===== src/rtl/count_ones_sched_pkg.sv =====
// Shared types and constants for the count-ones scheduler.
// Holds the FSM state encoding and the per-job watchdog limit.
package count_ones_sched_pkg;

    typedef enum logic [2:0] {
        IDLE,
        START,
        WAIT_CLR,
        WAIT_DONE,
        RESPOND
    } sched_state_t;

    function automatic int timeout_cycles(input int width);
        return width * 5;
    endfunction

endpackage


===== src/rtl/rr_arbiter.sv =====
// Round-robin arbiter: the search starts one past the last granted requester.
// The pointer only advances when a grant is actually taken (en && any req).
module rr_arbiter #(
    parameter int NUM_REQ = 4,
    localparam int IDX_W  = $clog2(NUM_REQ)
) (
    input  logic               clk,
    input  logic               rst_n,
    input  logic [NUM_REQ-1:0] req,
    input  logic               en,
    output logic [NUM_REQ-1:0] grant,
    output logic [IDX_W-1:0]   grant_idx,
    output logic               grant_vld
);

    logic [IDX_W-1:0] last_grant;

    always_comb begin
        int k;
        grant     = '0;
        grant_idx = '0;
        grant_vld = 1'b0;
        k         = 0;
        for (int off = 1; off <= NUM_REQ; off++) begin
            k = int'(last_grant) + off;
            if (k >= NUM_REQ) k = k - NUM_REQ;
            if (!grant_vld && req[k]) begin
                grant_vld = 1'b1;
                grant[k]  = 1'b1;
                grant_idx = IDX_W'(k);
            end
        end
    end

    // Reset to the top index so requester 0 wins the first arbitration.
    always_ff @(posedge clk or negedge rst_n) begin
        if (!rst_n) begin
            last_grant <= IDX_W'(NUM_REQ - 1);
        end else if (en && grant_vld) begin
            last_grant <= grant_idx;
        end
    end

endmodule


===== src/rtl/count_ones_sched.sv =====
// Shares one count-ones core among NUM_REQ requesters with round-robin
// arbitration and a per-job watchdog that returns an error on core hang.
module count_ones_sched
    import count_ones_sched_pkg::*;
#(
    parameter int  NUM_REQ        = 4,
    parameter int  INPUT_WIDTH    = 32,
    parameter int  TIMEOUT_CYCLES = timeout_cycles(INPUT_WIDTH),
    localparam int OUTPUT_WIDTH   = $clog2(INPUT_WIDTH + 1)
) (
    input  logic                                  clk,
    input  logic                                  rst_n,
    input  logic [NUM_REQ-1:0]                    req,
    input  logic [NUM_REQ-1:0][INPUT_WIDTH-1:0]   req_in,
    output logic [NUM_REQ-1:0]                    req_ack,
    output logic [NUM_REQ-1:0]                    resp_valid,
    output logic [OUTPUT_WIDTH-1:0]               resp_out,
    output logic                                  resp_err,
    output logic                                  busy,
    output logic                                  core_go,
    output logic [INPUT_WIDTH-1:0]                core_in,
    input  logic                                  core_done,
    input  logic [OUTPUT_WIDTH-1:0]               core_out
);

    localparam int IDX_W = $clog2(NUM_REQ);
    localparam int WD_W  = $clog2(TIMEOUT_CYCLES + 1);

    sched_state_t          state;
    logic [IDX_W-1:0]      idx;
    logic [NUM_REQ-1:0]    idx_oh;
    logic [INPUT_WIDTH-1:0] operand;
    logic [INPUT_WIDTH-1:0] sel_operand;
    logic [WD_W-1:0]       wd;

    logic [NUM_REQ-1:0]    grant;
    logic [IDX_W-1:0]      grant_idx;
    logic                  grant_vld;

    rr_arbiter #(.NUM_REQ(NUM_REQ)) u_arb (
        .clk       (clk),
        .rst_n     (rst_n),
        .req       (req),
        .en        (state == IDLE),
        .grant     (grant),
        .grant_idx (grant_idx),
        .grant_vld (grant_vld)
    );

    // AND-OR select of the granted operand using the one-hot grant.
    always_comb begin
        sel_operand = '0;
        for (int i = 0; i < NUM_REQ; i++) begin
            sel_operand = sel_operand | (req_in[i] & {INPUT_WIDTH{grant[i]}});
        end
    end

    always_ff @(posedge clk or negedge rst_n) begin
        if (!rst_n) begin
            state    <= IDLE;
            idx      <= '0;
            operand  <= '0;
            wd       <= '0;
            resp_out <= '0;
            resp_err <= 1'b0;
        end else begin
            unique case (state)
                IDLE: begin
                    if (grant_vld) begin
                        idx     <= grant_idx;
                        operand <= sel_operand;
                        state   <= START;
                    end
                end
                START: begin
                    // WAIT_CLR is the first counted watchdog cycle.
                    wd    <= WD_W'(1);
                    state <= WAIT_CLR;
                end
                WAIT_CLR: begin
                    // core_done may still be stale from the previous job here.
                    wd    <= wd + WD_W'(1);
                    state <= WAIT_DONE;
                end
                WAIT_DONE: begin
                    if (core_done) begin
                        resp_out <= core_out;
                        resp_err <= 1'b0;
                        state    <= RESPOND;
                    end else if (wd >= WD_W'(TIMEOUT_CYCLES)) begin
                        resp_out <= '0;
                        resp_err <= 1'b1;
                        state    <= RESPOND;
                    end else begin
                        wd <= wd + WD_W'(1);
                    end
                end
                RESPOND: state <= IDLE;
                default: state <= IDLE;
            endcase
        end
    end

    assign idx_oh     = NUM_REQ'(1) << idx;
    assign busy       = (state != IDLE);
    assign core_go    = (state == START);
    assign core_in    = operand;
    assign req_ack    = (state == START)   ? idx_oh : '0;
    assign resp_valid = (state == RESPOND) ? idx_oh : '0;

endmodule


===== config.mk =====
export PLATFORM = sky130hd
export DESIGN_NAME = count_ones_sched
export DESIGN_NICKNAME = d
export VERILOG_FILES = /design/src/rtl/count_ones_sched_pkg.sv /design/src/rtl/rr_arbiter.sv /design/src/rtl/count_ones_sched.sv
export SDC_FILE = /design/constraint.sdc
export NUM_CORES = 1
export LEC_CHECK = 0
export ABC_AREA = 1
export CORE_UTILIZATION = 40
export CTS_CLUSTER_SIZE = 12
export DETAILED_ROUTE_END_ITERATION = 8
export PLACE_DENSITY = 0.89
export SLEW_MARGIN = 20
export SYNTH_ARGS = -nofsm -noshare
export SYNTH_HDL_FRONTEND = slang
export SYNTH_HIERARCHICAL = 1
export SYNTH_SLANG_ARGS = --single-unit
export TNS_END_PERCENT = 20

===== constraint.sdc =====
create_clock -name clk -period 2.9 [get_ports clk]
set_input_delay 0.58 -clock clk [delete_from_list [all_inputs] [get_ports clk]]
set_output_delay 0.58 -clock clk [all_outputs]
set_load 0.01 [all_outputs]

==> impl_metrics.tcl <==
set metrics [dict create \
    worst-path-stages 10 \
    cts_max_path_buffers 2 \
    p_sw_mw 3.25 \
    p_per_area_nw_per_um2 1130 \
    syn_avg_cell_area_um2 7.19 \
    drive_above_1_share_pct 11.4 \
    hold_viol 0 \
    nNetsFinal 844 \
    status "complete, no violations" \
    synth_edf_count 0 \
    skew_ps 9.10 \
    clk_latency_ps 310 \
    tritoncts "built" \
    worst_pin_slew_ps 692 \
    sw_frac_of_total_pct 50.0 \
    place.gp.congestion 0.901 \
    area_delta_synth_final_pct 58.0 \
    synth_area_leaders "dfrtp_1, nand2_1, nand3_1" \
    grt_pass1_vias 4052 \
    comb_power_share_pct 71.7 \
    finish.utilization_pct 65.7 \
    syn_area_um2 3640 \
    synth_top_area_cell "dfrtp_1" \
    die-area_um2 9500 \
    fmax_ghz 0.385 \
    htree_levels 2 \
    routed_wl_um 11300 \
    initial_core_util_pct 41.6 \
    required_ps 3060 \
    pwr-share-seq_pct 20.5 \
    cp_max_fo 64 \
    fin_crit_sh_pct 89.5 \
    fill_cells 757 \
    cap_violations 0 \
    hold_buffers 0 \
    p_int_mw 3.25 \
    critical-path-max-stage-delay_ps 570 \
    cp-start-kind "register" \
    post-dp-hpwl_um 8960 \
    critPathTopFamily "buffers and inverters" \
    cts_buffers 5 \
    path_clk_slew_ps 100 \
    synth.most_common_cell "nand2_1" \
    setup_ws_ps 305 \
    ys.flop_type "dfrtp_1" \
    ys_types 33 \
    worst_setup_path_end_kind "register" \
    synth_cells 507 \
    fin_setup_tns_ps 0 \
    vdd_drop_max_mv 0.678 \
    first_pass_iters 5 \
    rsz0062_at_grt "false" \
    track_usage_pct 23.7 \
    ys_seq_area_share_pct 37.1 \
    cp_slowest_cell "dfstp_2" \
    antenna-diode-count 0 \
    synth_top_area_share_pct 35.7 \
    hold_path.class "input port to async pin" \
    power.total_mw 6.50 \
    via_per_inst 5.10 \
    yosys_warnings 6 \
    cts-root-buf "clkbuf_8" \
    place_area_um2 5650 \
    die_h_um 97.5 \
    synth_common_cells "nand2_1, dfrtp_1, nand3_1" \
    p_leak_nw 2.58 \
    path_cells "inv_4 > ha_1 > inv_1 > nand3_1 > nand2_2 > nand4_2 > inv_1 > nor2_4 > inv_4 > o21ai_0" \
    multiInputGateArea_um2 2040 \
    port_buffers 189 \
    arrival_ps 2760 \
    io_pins 190 \
    pre_cts_ws_ps 214 \
    rows 34 \
    wl_per_cell_um 14.1 \
    core_area_um2 8760 \
    relSlewSlack_pct 53.8 \
    synth_nets 658 \
    cts_setup_buffers 0 \
    yosys_register_bits 54 \
    finalSetupViolations 0 \
    report.final.slew_viol_count 0 \
    power_frac_clock_pct 7.8 \
    ff_latch_area_um2 1350 \
    grt_pass1_wl_um 18400 \
    r2r_cells 10 \
    vias 4090 \
    grt_max_degree 65 \
    drc 0 \
    cts.sinks 54 \
    ant_nets 0 \
    design_area_um2 5760 \
    path_buf_inv 4 \
    fin_crit_ps 2600 \
    grt_antenna_before_repair 0 \
    async_flop_share_pct 100 \
    ctsResizeCount 0 \
    drtIter0Drc 130 \
    path_class "register to register" \
    die_w_um 97.5 \
    grt_overflow 0 \
]
power groups by stage:
stage	logic, mW	registers [mW]	clock network [mW]
detailed placement	4.68	1.34	0
floorplan	2.97	1.44	0
global route	5.15	1.38	0.545
global placement	4.55	1.33	0
CTS	4.69	1.34	0.519
finish	4.66	1.33	0.509
path summary, 6_finish.rpt:
check | from | endpoint | slack, ps
setup reg to reg | u_arb/last_grant[0] | core_in[18] | 300
hold reg to reg | resp_out[1] | resp_out[1] | 480
max in group asynchronous | rst_n | core_in[9] | 1880
hold / removal | rst_n | resp_out[3] | 180
min in group clk | resp_out[1] | resp_out[1] | 480
setup / recovery | u_arb/last_grant[0] | core_in[18] | 300
state kept, by name, summed over array words and instances (netlist names):
| signal | count |
|---|---|
| core_in | 32 |
| idx | 2 |
| resp_err | 1 |
| resp_out | 6 |
| state | 3 |
| u_arb/last_grant | 2 |
| wd | 8 |
metal layers:
layer / vias to the layer above / part of all wire (%) / global-route usage [%]
li1: 2024 / - / -
met3: 17 / 6.0 / 4.89
met4: 0 / 1.6 / 7.35
met5: - / 0 / 0
met1: 1891 / 40 / 27.0
met2: 158 / 53 / 44.2
cells in the final DEF (no fill, tap or decap), types with 9 or more instances in the layout:
cell type,count
nand2_1,205
ha_1,10
o21ai_1,10
dfrtp_1,52
a21oi_1,34
o21ai_0,9
nor3_1,9
nor2_1,14
o21ai_2,24
inv_1,22
clkdlybuf4s50_1,188
nand3_1,50
cell type report:
class                           instances  share of cell area, %
Multi-Input combinational cell        401                   35.5
Sequential cell                        54                   23.5
Clock buffer                            5                   1.19
Tap cell                              108                   2.35
Timing Repair Buffer                  199                   34.5
Clock inverter                          3                  0.782
Inverter                               32                   2.17
kinds of logic after synthesis:
kind of cell               share of synthesized area [%]
AOI/OAI and AO/OA                                   14.0
adders and majority gates                           3.43
buffers and inverters                               6.87
DFF                                                 37.1
and+or+nand+nor                                     38.6
stage by stage:
stage	hold slack, ps	instances
CTS	177	802
global placement	452	794
detailed placement	458	794
floorplan	284	507
finish	179	802
global route	192	802
Power figures use the tool's default switching activity.
